$ cat src/rtl/cnn_pkg.sv
// cnn_pkg: shared constants and types for the CNN output-buffer fill logic.
//   DEF_ADDR_W / DEF_SIZE_W / DEF_MAX_CH : default widths and channel limit
//   fill_state_e                         : output_fill_ctrl FSM encoding
//   ch_width()                           : channel-index width, never below 1
package cnn_pkg;

    localparam int DEF_ADDR_W = 10;
    localparam int DEF_SIZE_W = 8;
    localparam int DEF_MAX_CH = 4;

    typedef enum logic [2:0] {
        IDLE       = 3'd0,
        WAIT_EMPTY = 3'd1,
        FILL_RD    = 3'd2,
        FILL_WR    = 3'd3,
        DONE       = 3'd4
    } fill_state_e;

    // A single channel still needs a 1-bit index so ports never collapse to zero width.
    function automatic int ch_width(input int max_ch);
        return (max_ch > 1) ? $clog2(max_ch) : 1;
    endfunction

endpackage

$ cat src/rtl/fill_counter.sv
// fill_counter: up-counter with synchronous clear, increment and terminal flag.
//   clk_i, rst_i : clock, async active-high reset
//   clr_i        : synchronous clear (priority over increment)
//   inc_i        : advance by one; at terminal value the counter returns to 0
//   last_i       : terminal value
//   count_o      : current count
//   tc_o         : count_o == last_i
module fill_counter #(
    parameter int W = 8
) (
    input  logic         clk_i,
    input  logic         rst_i,
    input  logic         clr_i,
    input  logic         inc_i,
    input  logic [W-1:0] last_i,
    output logic [W-1:0] count_o,
    output logic         tc_o
);

    logic [W-1:0] count_q;
    logic [W-1:0] count_d;

    assign tc_o    = (count_q == last_i);
    assign count_o = count_q;

    // Next count: clear, wrap at terminal, or step.
    always_comb begin
        count_d = count_q;
        if (clr_i) begin
            count_d = '0;
        end else if (inc_i) begin
            if (tc_o) begin
                count_d = '0;
            end else begin
                count_d = count_q + W'(1);
            end
        end else begin
            count_d = count_q;
        end
    end

    // Count register.
    always_ff @(posedge clk_i or posedge rst_i) begin
        if (rst_i) begin
            count_q <= '0;
        end else begin
            count_q <= count_d;
        end
    end

endmodule

$ cat src/rtl/output_fill_ctrl.sv
// output_fill_ctrl: walks an output buffer region, writing one feature-map
// datum per consumed input, optionally reading each location first so an
// external adder (1-cycle read latency) can accumulate into it.
//   w_clk, reset                 : clock, async active-high reset
//   enable                       : run/pause; 0 freezes the fill and gates strobes
//   start                        : fill request, honoured only in IDLE
//   accumulate, initial_address,
//   output_featuremapsize,
//   num_channels                 : fill description, sampled at start
//   is_empty                     : destination drained, safe to overwrite
//   in_valid / in_ready          : input datum handshake
//   c_address                    : current buffer address
//   write_enable / read_enable   : buffer strobes, mutually exclusive
//   ch_idx                       : current channel
//   busy / done                  : fill in progress / one-cycle completion
module output_fill_ctrl
    import cnn_pkg::*;
#(
    parameter int ADDR_W = DEF_ADDR_W,
    parameter int SIZE_W = DEF_SIZE_W,
    parameter int MAX_CH = DEF_MAX_CH,
    localparam int CH_W  = ch_width(MAX_CH)
) (
    input  logic              w_clk,
    input  logic              reset,
    input  logic              enable,
    input  logic              start,
    input  logic              accumulate,
    input  logic [ADDR_W-1:0] initial_address,
    input  logic [SIZE_W-1:0] output_featuremapsize,
    input  logic [CH_W:0]     num_channels,
    input  logic              is_empty,
    input  logic              in_valid,
    output logic              in_ready,
    output logic [ADDR_W-1:0] c_address,
    output logic              write_enable,
    output logic              read_enable,
    output logic [CH_W-1:0]   ch_idx,
    output logic              busy,
    output logic              done
);

    fill_state_e       state_q, state_d;
    logic              accum_q, accum_d;
    logic [SIZE_W-1:0] size_q, size_d;
    logic [CH_W:0]     nch_q, nch_d;
    logic [ADDR_W-1:0] addr_q, addr_d;

    logic              start_s;
    logic              consume_s;
    logic              elem_tc_s;
    logic              ch_tc_s;
    logic [SIZE_W-1:0] elem_cnt_unused_s;
    logic [SIZE_W-1:0] elem_last_s;
    logic [CH_W-1:0]   ch_last_s;

    assign start_s     = (state_q == IDLE) && enable && start;
    assign consume_s   = (state_q == FILL_WR) && enable && in_valid;
    assign elem_last_s = size_q - SIZE_W'(1);
    assign ch_last_s   = CH_W'(nch_q - (CH_W + 1)'(1));

    // Channel advances on the datum that completes a channel's elements.
    fill_counter #(.W(SIZE_W)) u_elem_cnt (
        .clk_i   (w_clk),
        .rst_i   (reset),
        .clr_i   (start_s),
        .inc_i   (consume_s),
        .last_i  (elem_last_s),
        .count_o (elem_cnt_unused_s),
        .tc_o    (elem_tc_s)
    );

    fill_counter #(.W(CH_W)) u_ch_cnt (
        .clk_i   (w_clk),
        .rst_i   (reset),
        .clr_i   (start_s),
        .inc_i   (consume_s && elem_tc_s),
        .last_i  (ch_last_s),
        .count_o (ch_idx),
        .tc_o    (ch_tc_s)
    );

    // Next-state, latched fill description, address and strobes.
    always_comb begin
        state_d      = state_q;
        accum_d      = accum_q;
        size_d       = size_q;
        nch_d        = nch_q;
        addr_d       = addr_q;
        in_ready     = 1'b0;
        write_enable = 1'b0;
        read_enable  = 1'b0;
        case (state_q)
            IDLE: begin
                if (start_s) begin
                    accum_d = accumulate;
                    size_d  = output_featuremapsize;
                    nch_d   = num_channels;
                    addr_d  = initial_address;
                    if ((output_featuremapsize == '0) || (num_channels == '0)) begin
                        state_d = DONE;
                    end else begin
                        state_d = WAIT_EMPTY;
                    end
                end else begin
                    state_d = IDLE;
                end
            end
            WAIT_EMPTY: begin
                if (enable && is_empty) begin
                    state_d = accum_q ? FILL_RD : FILL_WR;
                end else begin
                    state_d = WAIT_EMPTY;
                end
            end
            FILL_RD: begin
                // Read the old value; the write of the sum follows at the same address.
                read_enable = enable;
                if (enable) begin
                    state_d = FILL_WR;
                end else begin
                    state_d = FILL_RD;
                end
            end
            FILL_WR: begin
                in_ready     = consume_s;
                write_enable = consume_s;
                if (consume_s) begin
                    addr_d = addr_q + ADDR_W'(1);
                    if (elem_tc_s && ch_tc_s) begin
                        state_d = DONE;
                    end else if (accum_q) begin
                        state_d = FILL_RD;
                    end else begin
                        state_d = FILL_WR;
                    end
                end else begin
                    state_d = FILL_WR;
                end
            end
            // DONE always retires after one cycle so done is a true single pulse.
            DONE: begin
                state_d = IDLE;
            end
            default: begin
                state_d = IDLE;
            end
        endcase
    end

    // State and datapath registers.
    always_ff @(posedge w_clk or posedge reset) begin
        if (reset) begin
            state_q <= IDLE;
            accum_q <= 1'b0;
            size_q  <= '0;
            nch_q   <= '0;
            addr_q  <= '0;
        end else begin
            state_q <= state_d;
            accum_q <= accum_d;
            size_q  <= size_d;
            nch_q   <= nch_d;
            addr_q  <= addr_d;
        end
    end

    assign c_address = addr_q;
    assign busy      = (state_q != IDLE);
    assign done      = (state_q == DONE);

endmodule

$ cat config.mk
export PLATFORM = sky130hd
export DESIGN_NAME = output_fill_ctrl
export DESIGN_NICKNAME = d
export VERILOG_FILES = /design/src/rtl/cnn_pkg.sv /design/src/rtl/fill_counter.sv /design/src/rtl/output_fill_ctrl.sv
export SDC_FILE = /design/constraint.sdc
export NUM_CORES = 1
export LEC_CHECK = 0
export CAP_MARGIN = 5
export CORE_UTILIZATION = 45
export CTS_CLUSTER_SIZE = 8
export DETAILED_ROUTE_END_ITERATION = 7
export PLACE_DENSITY = 0.76
export SLEW_MARGIN = 30
export SYNTH_ARGS = -nofsm -noshare
export SYNTH_HDL_FRONTEND = slang
export SYNTH_SLANG_ARGS = --single-unit
$ cat constraint.sdc
create_clock -name w_clk -period 2.1 [get_ports w_clk]
set_input_delay 0.21 -clock w_clk [delete_from_list [all_inputs] [get_ports w_clk]]
set_output_delay 0.21 -clock w_clk [all_outputs]
set_load 0.01 [all_outputs]
# == Yosys cells after proc, flatten, opt, wreduce, memory -nomap -nowiden ==
# Cells that the tools add are included.
# totals
reg_bits,34
wordCells,56
in_bits,28
# classes
n_eq_ne,8
n_reduce_logical,17
mux,19
addsub,5
# ops
cell,count
$mux 8,3
$mux 10,2
$pmux 10 s2,1
$mux 3,4
$pmux 3 s4,1
$add 10x1->10 const B,1
$add 8x1->8 const B,1
$eq 8x8->1,1
$logic_not 8->1,1
$mux 2,4
$sub 8x1->8 const B,1
$logic_and 1x1->1,7
$eq 3x2->1 const B,2
$logic_not 3->1,2
$reduce_bool 2->1,3
$mux 1,4
$ne 2x2->1 const B,2
$eq 3x1->1 const B,1
$eq 3x3->1 const B,1
$reduce_and 3->1,1
$reduce_bool 3->1,1
$add 2x1->2 const B,1
$eq 2x2->1,1
$reduce_and 2->1,1
2 further kinds,2

# == Depth between registers and ports, before layout ==
# logic_depth
depth_word,6
ltp_mapped,9
ltp_nobuf,8

# == Cells and area by module ==
# From an unflattened synthesis, not the netlist that was laid out.
# hier_totals
cells_unflattened,227
area_unflattened_um2,2105.8
# by_module_without_submodules
module,n_inst,area_each_um2,seq_area_each_um2,cells_each
output_fill_ctrl,1,1453.9,600.6,155
fill_counter (u_elem_cnt),1,521.8,200.2,57
fill_counter (u_ch_cnt),1,130.1,50.0,15

# == Worst setup path before layout ==
# OpenSTA, ideal clock, no wires.
# synth_path
kind,register -> register
from,reg size_q[0]
to,reg state_q[1]
setup_slack_ns,-0.092
synth_period_minus_slack_ns,2.192
stages_incl_launch_ff,10
setup_time_ns,0.127
arrival_ns,2.065
cell_sequence,dfrtp_1 -> inv_1 -> ha_1 -> nor3b_1 -> xnor2_1 -> nand4b_1 -> or4_1 -> buf_2 -> o31ai_1 -> a21oi_1
# synth_via
elab_chain_cells,6
# synth_lines
element,line_no,source
from (decl),output_fill_ctrl.sv:45,"logic [SIZE_W-1:0] size_q, size_d;"
from (signal assigned),output_fill_ctrl.sv:162,size_q <= size_d;
$sub 8x1->8,output_fill_ctrl.sv:59,assign elem_last_s = size_q - SIZE_W'(1);
$eq 8x8->1,fill_counter.sv:23,assign tc_o = (count_q == last_i);
$logic_and 1x1->1,output_fill_ctrl.sv:130,if (elem_tc_s && ch_tc_s) begin
$mux 3,output_fill_ctrl.sv:130,
$mux 3,output_fill_ctrl.sv:128,if (consume_s) begin
$pmux 3 s4,output_fill_ctrl.sv:93,case (state_q)
via state_d[1],output_fill_ctrl.sv:43,"fill_state_e state_q, state_d;"
to (signal assigned),output_fill_ctrl.sv:160,state_q <= state_d;
to (decl),output_fill_ctrl.sv:43,
# The timed path passes the listed nets, and every way through them passes these cells.
# A chain may end at the register's enable or synchronous reset.

# == Final worst setup path ==
# layout_path
from,reg size_q[3]
to,"reg u_ch_cnt.count_q[0], in the netlist u_ch_cnt.count_o[0]"
# layout_via
elab_chain_cells,4
# layout_lines
element,line_no,source
$sub 8x1->8,output_fill_ctrl.sv:59,
$eq 8x8->1,fill_counter.sv:23,
$logic_and 1x1->1,output_fill_ctrl.sv:77,".inc_i (consume_s && elem_tc_s),"
$reduce_bool 2->1 (no line),-,
to (signal assigned),fill_counter.sv:47,count_q <= count_d;
to (decl),fill_counter.sv:20,logic [W-1:0] count_q;
# No other way between the ends.

==> run summary <==
The number of buffers inserted during clock tree synthesis came out at 5. The warning count from the yosys run is 0. The number of nets at the end of the flow came out at 328. The share of the cycle needed by the critical path after routing came out at 1.08. STA classifies the critical path endpoint as a flop. After legalization and detailed placement, the total HPWL measured 3.39 mm. The DRC marker count from the first detailed-route iteration came out at 163. Setup repair after global routing could not meet its margin everywhere. The sum of negative setup slack came out at -1510 ps. After filler insertion, the fill cell instance count of the layout stands at 317.

The horizontal die dimension came out at 68.0 um. For this run, the total global-route usage over all layers was measured as 0.244. The starting utilization of the core area is 0.479. The total power density per cell area is 1340 nW/um2. The maximum fanout along the worst path came out at 4.

The run finished, with violations left. The largest net degree at the start of global routing is 35. The reported max-cap violation count is 0.

The remaining antenna violation count is 0. The area of the core region is 4090 um2. The design draws 3740 uW. The clock network latency to the later pin of the worst-skew pair is 290 ps.

The core utilization of the finished layout came out at 0.682. TritonCTS built the clock tree. The die boundary height is 68.0 um. The critical-path cell with the highest stage delay is sky130_fd_sc_hd__nor4b_1. The worst setup path is launched from a flop. The most used cell along the critical path is sky130_fd_sc_hd__buf_4. The cell row count came out at 23.

The signed area change from the synthesized netlist to the final layout came out at 42.2%. The critical path goes through buf_4, xor2_2, xnor2_2, nand4b_1, buf_4, nor2_1, nor4b_1, mux2i_1. The net count of the mapped netlist is 268. Counting every instance in the synthesized netlist gives 237. The slew at the pin closest to its max-slew limit came out at 770 ps. Global routing finished with a remaining overflow of 0. The worst ir drop on vdd is 0.000706 V. The first global-routing pass estimated 8.21 mm of wire. The largest clock skew in the final design came out at 7.33 ps. The maximum achievable frequency is 0.442 GHz. The die outline area came out at 4620 um2. The hold violation count in the final report is 0. The number of placed I/O pins came out at 45. The number of I/O port buffers is 44. The maximum clock insertion buffer count came out at 2.

The number of distinct library cell variants in the gate-level netlist after synthesis came out at 37. The via count of the first global-routing pass is 1754. The number of buffers and inverters on the critical path is 2.

Routability-driven placement finished with a final weighted congestion of 0.802. The sequential share of the synthesized area is 0.434. The antenna diode instance count came out at 0. In this run the worst hold path is classified as input port to asynchronous set/reset pin. The worst slew margin relative to its limit is 0.485.

The routed wire length per instance is 14.6 um. The H-tree was split into 2 levels. The number of vias per cell after detailed routing is 5.34.

The post-placement cell area is 2550 um2. A synthesized cell averages 8.27 um2. The buffer cell driving the clock tree root is sky130_fd_sc_hd__clkbuf_8. The kind of critical path is flop to flop. The initial antenna violation count came out at 0. The arrival time of data at the critical path endpoint came out at 2470 ps. The final routed DRC violation total came out at 0. In this run the static leakage power is 0.00122 uW. The final reports fail on setup timing. The number of sinks driven by the clock tree is 34.

The required time of the critical path came out at 2300 ps. Of the cells placed in the final design, the portion with a size suffix greater than 1 is 0.154. The number of failing setup endpoints in the final timing report is 13. The area of all placed cells without fillers is 2790 um2. Setup slack on the critical path of the routed design comes to -164 ps. The clock period minus worst slack came out at 2260 ps. The number of iterations in the first detailed-routing pass came out at 4. The longest individual stage delay on the worst path is 490 ps. The flip-flop and latch count after synthesis is 34. The gate family responsible for the most delay along the worst path is simple AND/OR/NAND/NOR gates.

The clock-pin slew of the registers on the worst-case setup and hold paths came out at 70 ps. The total wire length after detailed routing came out at 5.10 mm. The final-report max-slew violation count is 0.

The total via count in the routed design is 1860. Summing every instance area after synthesis gives 1960 um2.
-- report_power, final --
group          internal, uW  switching, uW
Clock                   264            236
Sequential              907            312
Combinational          1020           1000
Total                  2190           1550
-- worst reg2reg max path: cells and delay by family, from the launching register on --
kind / cells / cell delay, ps
flops: 1 / 410
simple gates: 3 / 760
buf+inv: 2 / 360
mux: 1 / 260
xor+xnor: 2 / 400
-- Yosys cell counts (all sizes together) --
library cell	instances	share of area
or3	2	0.0064
or2	1	0.0032
nand3	9	0.023
buf	3	0.0089
nand4	6	0.019
o22ai	5	0.016
nand4bb	1	0.0057
nand2	46	0.088
clkbuf	8	0.015
xnor2	7	0.031
a31oi	3	0.0096
nor4	3	0.0096
mux2i	2	0.010
and2	1	0.0032
clkinv	1	0.0019
o32ai	1	0.0045
dfrtp	34	0.43
nor4b	1	0.0045
xor2	13	0.058
nor3	8	0.023
inv	6	0.011
and3	2	0.0064
o31ai	3	0.011
a21oi	23	0.059
o21ai	11	0.030
nor2b	3	0.0096
a221oi	1	0.0045
nor3b	3	0.011
nor2	23	0.044
nand3b	1	0.0038
or4	1	0.0038
a32o	1	0.0051
ha	3	0.019
nand4b	1	0.0045
-- placed cells by master (no fill, tap or decap), types with 2 or more instances in the layout --
| cell | Yosys | routed |
|---|---|---|
| sky130_fd_sc_hd__nand2_1 | 46 | 46 |
| sky130_fd_sc_hd__clkdlybuf4s50_1 | 0 | 42 |
| sky130_fd_sc_hd__dfrtp_1 | 34 | 32 |
| sky130_fd_sc_hd__nor2_1 | 23 | 22 |
| sky130_fd_sc_hd__a21oi_1 | 23 | 22 |
| sky130_fd_sc_hd__buf_4 | 1 | 19 |
| sky130_fd_sc_hd__xor2_1 | 13 | 12 |
| sky130_fd_sc_hd__o21ai_0 | 10 | 10 |
| sky130_fd_sc_hd__nand3_1 | 9 | 9 |
| sky130_fd_sc_hd__nand4_1 | 6 | 6 |
| sky130_fd_sc_hd__xnor2_1 | 7 | 6 |
| sky130_fd_sc_hd__nor3_1 | 7 | 6 |
| sky130_fd_sc_hd__clkbuf_8 | 0 | 6 |
| sky130_fd_sc_hd__o22ai_1 | 5 | 5 |
| sky130_fd_sc_hd__inv_1 | 6 | 4 |
| sky130_fd_sc_hd__a31oi_1 | 3 | 3 |
| sky130_fd_sc_hd__inv_2 | 0 | 2 |
| sky130_fd_sc_hd__nor2b_1 | 3 | 2 |
| sky130_fd_sc_hd__and3_1 | 2 | 2 |
| sky130_fd_sc_hd__nor3_4 | 0 | 2 |
| sky130_fd_sc_hd__or3_1 | 2 | 2 |
| sky130_fd_sc_hd__mux2i_1 | 2 | 2 |
| sky130_fd_sc_hd__nor4_1 | 3 | 2 |
| sky130_fd_sc_hd__o31ai_4 | 0 | 2 |
| sky130_fd_sc_hd__nor3b_1 | 3 | 2 |
| sky130_fd_sc_hd__ha_1 | 3 | 2 |
| sky130_fd_sc_hd__dlymetal6s2s_1 | 0 | 2 |
| sky130_fd_sc_hd__dfrtp_2 | 0 | 2 |
-- routing by layer --
layer  track usage  routed length, um
met2         0.403               2560
met5             0                  0
met4        0.0990                105
met3        0.0400                125
met1         0.316               2310
-- registers in the layout (all words and copies together), names as in the netlist --
signal	flops
state_q	3
accum_q	1
c_address	10
u_ch_cnt.count_o	2
nch_q	2
size_q	8
u_elem_cnt.count_o	8
-- logic make-up (layout without fill, tap and decap cells) --
group	count (synthesis)	after routing	synth area share
AND/OR/NAND/NOR	112	112	0.269
flip-flops	34	34	0.434
adder cells (fa/ha/maj)	3	3	0.0192
AO/OA/AOI/OAI	48	48	0.140
buffers and inverters	18	79	0.0377
XOR/XNOR	20	20	0.0894
multiplexers	2	2	0.0102
-- what timing repair did --
action / 4_1_cts / 5_1_grt
hold buffers: 0 / 0
gates cloned: 0 / 0
endpoints found under the setup margin: 14 / 15
setup buffers: 3 / 2
pin swaps: 12 / 3
gates resized for setup: 13 / 10
-- worst paths after layout --
path | from | endpoint | slack (ps) | depth (start not counted)
max in group asynchronous | reset | state_q[2] | 1450 | 3
worst max register to register | size_q[3] | u_ch_cnt.count_o[0] | -160 | 8
worst min-delay path | reset | c_address[5] | 310 | 3
worst max-delay path | size_q[3] | u_ch_cnt.count_o[0] | -160 | 8
worst min register to register | accum_q | state_q[0] | 500 | 1
min in group w_clk | accumulate | accum_q | 450 | 3
-- final cells by class --
cell class,count,area (um2),share of cell area
clock buffer,7,86.3,0.0310
clock inverter,1,5.00,0.00180
inverter,7,26.3,0.00943
multi-input combinational,185,1150,0.414
sequential,34,853,0.306
tap,50,62.6,0.0225
timing repair buffer,64,599,0.215
-- through the flow --
stage               hold slack, ps  worst slack (ps)  instances
finish                         315              -164        348
global route                   378              -224        348
CTS                            333             -42.8        346
detailed placement             487              -188        335
global placement               484             -36.1        335
floorplan                      315              7.28        237
(Power assumes the default switching activity.)
